===== src/rtl/uart_receiver_fsm_if.sv =====
// Serial-side bundle of the UART receiver: the incoming line plus the
// received-byte result and status strobes.
interface uart_receiver_fsm_if;
    logic       rx;
    logic [7:0] dout;
    logic       valid;
    logic       frame_err;
    logic       busy;

    // Line driver / byte consumer side
    modport master (
        output rx,
        input  dout,
        input  valid,
        input  frame_err,
        input  busy
    );

    // Receiver side
    modport slave (
        input  rx,
        output dout,
        output valid,
        output frame_err,
        output busy
    );
endinterface


===== src/rtl/uart_receiver_fsm.sv =====
// 8N1 UART receiver with 16x oversampling. The start bit is confirmed at its
// midpoint, then every following bit is sampled once per 16 oversample ticks,
// which lands each sample near the middle of its bit cell.
module uart_receiver_fsm #(
    parameter int CLOCKSPEED = 50000000,
    parameter int BAUDRATE   = 9600
) (
    input  logic                clk,
    input  logic                rst,
    uart_receiver_fsm_if.slave  bus
);

    localparam int BAUD_CLOCK = CLOCKSPEED / (BAUDRATE * 16);
    localparam int TICK_W     = (BAUD_CLOCK > 1) ? $clog2(BAUD_CLOCK) : 1;
    localparam logic [TICK_W-1:0] TICK_LAST = TICK_W'(BAUD_CLOCK - 1);

    typedef enum logic [1:0] {
        IDLE  = 2'd0,
        START = 2'd1,
        DATA  = 2'd2,
        STOP  = 2'd3
    } state_t;

    logic              r_rxMeta;
    logic              r_rxSync;
    logic [TICK_W-1:0] r_tickCnt;
    logic              w_tick;

    state_t            r_state;
    state_t            w_nextState;
    logic [3:0]        r_osCnt;
    logic [3:0]        w_osCntNext;
    logic [2:0]        r_bitCnt;
    logic [2:0]        w_bitCntNext;
    logic [7:0]        r_shiftReg;
    logic [7:0]        w_shiftRegNext;
    logic              r_armed;
    logic              w_armedNext;
    logic [7:0]        r_dout;
    logic [7:0]        w_doutNext;
    logic              r_valid;
    logic              w_validNext;
    logic              r_frameErr;
    logic              w_frameErrNext;

    // Two-flop synchronizer for the asynchronous line; resets to idle-high
    always_ff @(posedge clk) begin
        if (rst) begin
            r_rxMeta <= 1'b1;
            r_rxSync <= 1'b1;
        end else begin
            r_rxMeta <= bus.rx;
            r_rxSync <= r_rxMeta;
        end
    end

    // Free-running divider producing one oversample tick every BAUD_CLOCK cycles
    always_ff @(posedge clk) begin
        if (rst) begin
            r_tickCnt <= '0;
        end else if (r_tickCnt == TICK_LAST) begin
            r_tickCnt <= '0;
        end else begin
            r_tickCnt <= r_tickCnt + TICK_W'(1);
        end
    end

    assign w_tick = (r_tickCnt == TICK_LAST);

    // State and datapath registers, loaded from the next-state logic below
    always_ff @(posedge clk) begin
        if (rst) begin
            r_state    <= IDLE;
            r_osCnt    <= 4'd0;
            r_bitCnt   <= 3'd0;
            r_shiftReg <= 8'h00;
            r_armed    <= 1'b0;
            r_dout     <= 8'h00;
            r_valid    <= 1'b0;
            r_frameErr <= 1'b0;
        end else begin
            r_state    <= w_nextState;
            r_osCnt    <= w_osCntNext;
            r_bitCnt   <= w_bitCntNext;
            r_shiftReg <= w_shiftRegNext;
            r_armed    <= w_armedNext;
            r_dout     <= w_doutNext;
            r_valid    <= w_validNext;
            r_frameErr <= w_frameErrNext;
        end
    end

    // Next-state and datapath decisions; every sample is taken on a tick only
    always_comb begin
        w_nextState    = r_state;
        w_osCntNext    = w_tick ? (r_osCnt + 4'd1) : r_osCnt;
        w_bitCntNext   = r_bitCnt;
        w_shiftRegNext = r_shiftReg;
        w_armedNext    = r_armed;
        w_doutNext     = r_dout;
        w_validNext    = 1'b0;
        w_frameErrNext = 1'b0;

        case (r_state)
            IDLE: begin
                if (w_tick) begin
                    if (r_rxSync) begin
                        w_armedNext = 1'b1;
                    end else if (r_armed) begin
                        w_nextState = START;
                        w_osCntNext = 4'd0;
                    end
                end
            end

            START: begin
                if (w_tick && (r_osCnt == 4'd7)) begin
                    if (!r_rxSync) begin
                        w_nextState  = DATA;
                        w_osCntNext  = 4'd0;
                        w_bitCntNext = 3'd0;
                    end else begin
                        w_nextState = IDLE;
                    end
                end
            end

            DATA: begin
                if (w_tick && (r_osCnt == 4'd15)) begin
                    w_shiftRegNext = {r_rxSync, r_shiftReg[7:1]};
                    w_bitCntNext   = r_bitCnt + 3'd1;
                    if (r_bitCnt == 3'd7) begin
                        w_nextState = STOP;
                        w_osCntNext = 4'd0;
                    end
                end
            end

            STOP: begin
                if (w_tick && (r_osCnt == 4'd15)) begin
                    w_nextState = IDLE;
                    if (r_rxSync) begin
                        w_doutNext  = r_shiftReg;
                        w_validNext = 1'b1;
                        w_armedNext = 1'b1;
                    end else begin
                        w_frameErrNext = 1'b1;
                        w_armedNext    = 1'b0;
                    end
                end
            end

            default: begin
                w_nextState = IDLE;
            end
        endcase
    end

    assign bus.dout      = r_dout;
    assign bus.valid     = r_valid;
    assign bus.frame_err = r_frameErr;
    assign bus.busy      = (r_state != IDLE);

endmodule


===== src/flat_wrapper.sv =====
// flat-port wrapper written by rule: the top's interface ports become plain ports
module uart_receiver_fsm_flat 
#(
    parameter int CLOCKSPEED = 50000000,
    parameter int BAUDRATE   = 9600
)
  (clk, rst, bus_rx, bus_dout, bus_valid, bus_frame_err, bus_busy);
  uart_receiver_fsm_if bus_i ();
  input  logic clk;
  input  logic rst;
  input wire logic [$bits(bus_i.rx)-1:0] bus_rx;
  output wire logic [$bits(bus_i.dout)-1:0] bus_dout;
  output wire logic [$bits(bus_i.valid)-1:0] bus_valid;
  output wire logic [$bits(bus_i.frame_err)-1:0] bus_frame_err;
  output wire logic [$bits(bus_i.busy)-1:0] bus_busy;
  assign bus_i.rx = bus_rx;
  assign bus_dout = bus_i.dout;
  assign bus_valid = bus_i.valid;
  assign bus_frame_err = bus_i.frame_err;
  assign bus_busy = bus_i.busy;
  uart_receiver_fsm #(.CLOCKSPEED(CLOCKSPEED), .BAUDRATE(BAUDRATE)) u_core (.clk(clk), .rst(rst), .bus(bus_i));
endmodule

===== config.mk =====
export PLATFORM = sky130hd
export DESIGN_NAME = uart_receiver_fsm_flat
export DESIGN_NICKNAME = d
export VERILOG_FILES = /design/src/rtl/uart_receiver_fsm_if.sv /design/src/rtl/uart_receiver_fsm.sv /design/src/flat_wrapper.sv
export SDC_FILE = /design/constraint.sdc
export NUM_CORES = 1
export LEC_CHECK = 0
export BUFFER_PORTS_ARGS = -buffer_cell sky130_fd_sc_hd__buf_2
export CORE_MARGIN = 10
export CORE_UTILIZATION = 55
export CTS_BUF_LIST = sky130_fd_sc_hd__clkbuf_4
export DETAILED_ROUTE_END_ITERATION = 16
export PLACE_DENSITY = 0.77
export SYNTH_ARGS = -nofsm -noshare
export SYNTH_HDL_FRONTEND = slang
export SYNTH_SLANG_ARGS = --single-unit

===== constraint.sdc =====
create_clock -name clk -period 1.74 [get_ports clk]
set_input_delay 0.087 -clock clk [delete_from_list [all_inputs] [get_ports clk]]
set_output_delay 0.087 -clock clk [all_outputs]
set_load 0.005 [all_outputs]

==> results.tsv <==
metric	value	unit
ys_seq_area_frac	0.4796	
ys_ff_latch	39	
numCtsBuffers	5	
gp_congestion	1.003	
synth_area	0.001628	mm2
ir_drop	0.6217	mV
reg2reg_from	u_core.r_tickCnt[5]	
drtPass1Iterations	4	
min_from	rst	
overflow	0	
power	0.001461	W
synth-main-ff-cell	dfxtp_1	
cp-end-kind	register	
htree_levels	2	
core	0.002805	mm2
portBuffers	13	
design_area	0.001991	mm2
final_common_cell	dfxtp_1	
powerDensity	733.9	mW/mm2
grt_start_max_net_pins	31	
clock_latency	340	ps
synth_edf_count	0	
vias	1411	
area_growth	22.29	%
die_w	74.40	um
cts_tree	done	
vias_per_cell	5.644	
startpoint	u_core.r_tickCnt[5]	
dieArea	0.005535	mm2
dp_hpwl	2550	um
hp-class	input port to register	
relSlewSlack	0.6726	
syn_nets	187	
path_clk_slew	110	ps
cp.required	1960	ps
violations	setup timing	
syn_avg_cell_area	9.094	um2
placed_area	0.001862	mm2
setup_tns	-68.03	ps
leakage	0.8583	nW
die_h	74.40	um
worstSetupPathType	register to register	
layout.nets	226	
grt_pass1_wl	6251	um
clock.fmax	564.0	MHz
finalWorstPathRequiredPeriod	1773	ps
skew	9.791	ps
setup_ws	-33.07	ps
ioPinCount	14	
critPathMaxFanout	5	
drc	0	
n_antenna_cell	0	
slew_violations	0	
root_buffer	clkbuf_4	
setup_viol_count_final	3	
worstPathArrival	1990	ps
max-clock-path-buffers	2	
fin_crit_sh	1.019	
final_antenna_net_count	0	
drive_gt1_frac	0.2968	
worst_pin_slew	491.2	ps
syn_inst	179	
cap_violations	0	
hold_viol_final	0	
status	finished with violations	
async_flop_share	0	
track_usage	0.1447	
final_cell_mix	34 x dfxtp_1, 25 x buf_4, 23 x nor2_1	
clock_sinks	39	
grt_pass1_vias	1374	
start_kind	register	
placementRows	19	
grt_antenna_before_repair	0	
yosysWarnings	0	
grt_setup_unrepaired	yes	
wl	3741	um
wl_per_cell	14.96	um
drt_iter0_markers	149	
start_util	0.5803	
ys_types	38	
metrics by stage:
step                hold slack, ps  std cells  setup WS [ps]    util
floorplan                    190.8        179         -82.23       -
global placement             269.9        237          12.39  0.6637
detailed placement           274.5        237         -62.57  0.6637
CTS                          167.8        248         -26.01  0.6989
global route                 193.1        250         -88.75  0.7096
finish                       186.0        250         -33.07  0.7096
worst max-delay path: stages (launching register included):
cell and delay [ps]:
dfxtp_2 340, or4b_4 540, or4_4 500, mux2i_1 200
nor2_1 70
layer usage:
layer,part of all wire,GRT usage,wire length (um)
met1,0.42,0.1725,1575
met2,0.51,0.2305,1898
met3,0.060,0.04521,226
met4,0.011,0.07143,40
met5,0,0,0
registers in the layout (all words and copies together) (netlist names), named ones only:
name                  cells
u_core.r_armed            1
u_core.bus.valid          1
u_core.bus.dout           8
u_core.r_rxMeta           1
u_core.r_tickCnt          9
u_core.r_shiftReg         8
u_core.r_osCnt            4
u_core.bus.frame_err      1
u_core.r_bitCnt           3
u_core.r_rxSync           1
u_core.r_state            1
repair_timing:
item	4_1_cts	5_1_grt
setup buffers	0	2
hold buffers	1	0
setup endpoints to repair	16	20
pin swaps	1	3
cloned	2	0
endpoints found under the hold margin	1	0
resized for setup	6	4
cells by family (layout without fill, tap and decap cells):
group,count (synthesis),after routing,synth area share
adder cells (fa/ha/maj),5,5,0.03843
XOR/XNOR,10,10,0.05381
AO/OA/AOI/OAI,23,23,0.08379
multiplexers,8,8,0.04919
flip-flops,39,39,0.4796
buffers and inverters,13,52,0.03535
AND/OR/NAND/NOR,81,82,0.2598
report_power, final:
| group | leakage, nW | switching [W] | total [W] | internal (W) |
|---|---|---|---|---|
| logic | 0.509 | 0.0000512 | 0.0000895 | 0.0000382 |
| clock network | 0.0317 | 0.000290 | 0.000461 | 0.000172 |
| registers | 0.318 | 0.00000706 | 0.000910 | 0.000903 |
| total | 0.858 | 0.000348 | 0.00146 | 0.00111 |
cells in the mapped netlist, types with 2 or more instances:
cell      number  area (um2)
mux2i_1        8       80.08
clkbuf_1       6       22.52
nor2_1        24       90.09
a21oi_1       10       50.05
nand2b_1       3       18.77
nand3b_1       3       22.52
nand3_1        6       30.03
nand2_1       22       82.58
or2_2          3       18.77
nand4_1        5       31.28
dfxtp_1       39       780.8
inv_1          5       18.77
o21ai_0        6       30.03
nand4b_1       2       17.52
ha_1           5       62.56
nor3_1         2       10.01
xor2_1         7       61.31
xnor2_1        3       26.28
layout make-up:
type,instances,area (um2)
Fill cell,221,814.5
Multi-Input combinational cell,128,825.8
Sequential cell,39,787.0
Timing Repair Buffer,39,262.8
Tap cell,31,38.79
Inverter,5,18.77
Clock buffer,6,45.04
Clock inverter,2,12.51
path summary, 6_finish.rpt:
check	to	slack [ps]	depth (start not counted)
setup reg to reg	u_core.bus.dout[4]	-30	4
hold reg to reg	u_core.r_rxSync	430	1
setup / recovery	u_core.bus.dout[4]	-30	4
hold / removal	u_core.bus.dout[5]	190	2
(Power assumes the default switching activity.)
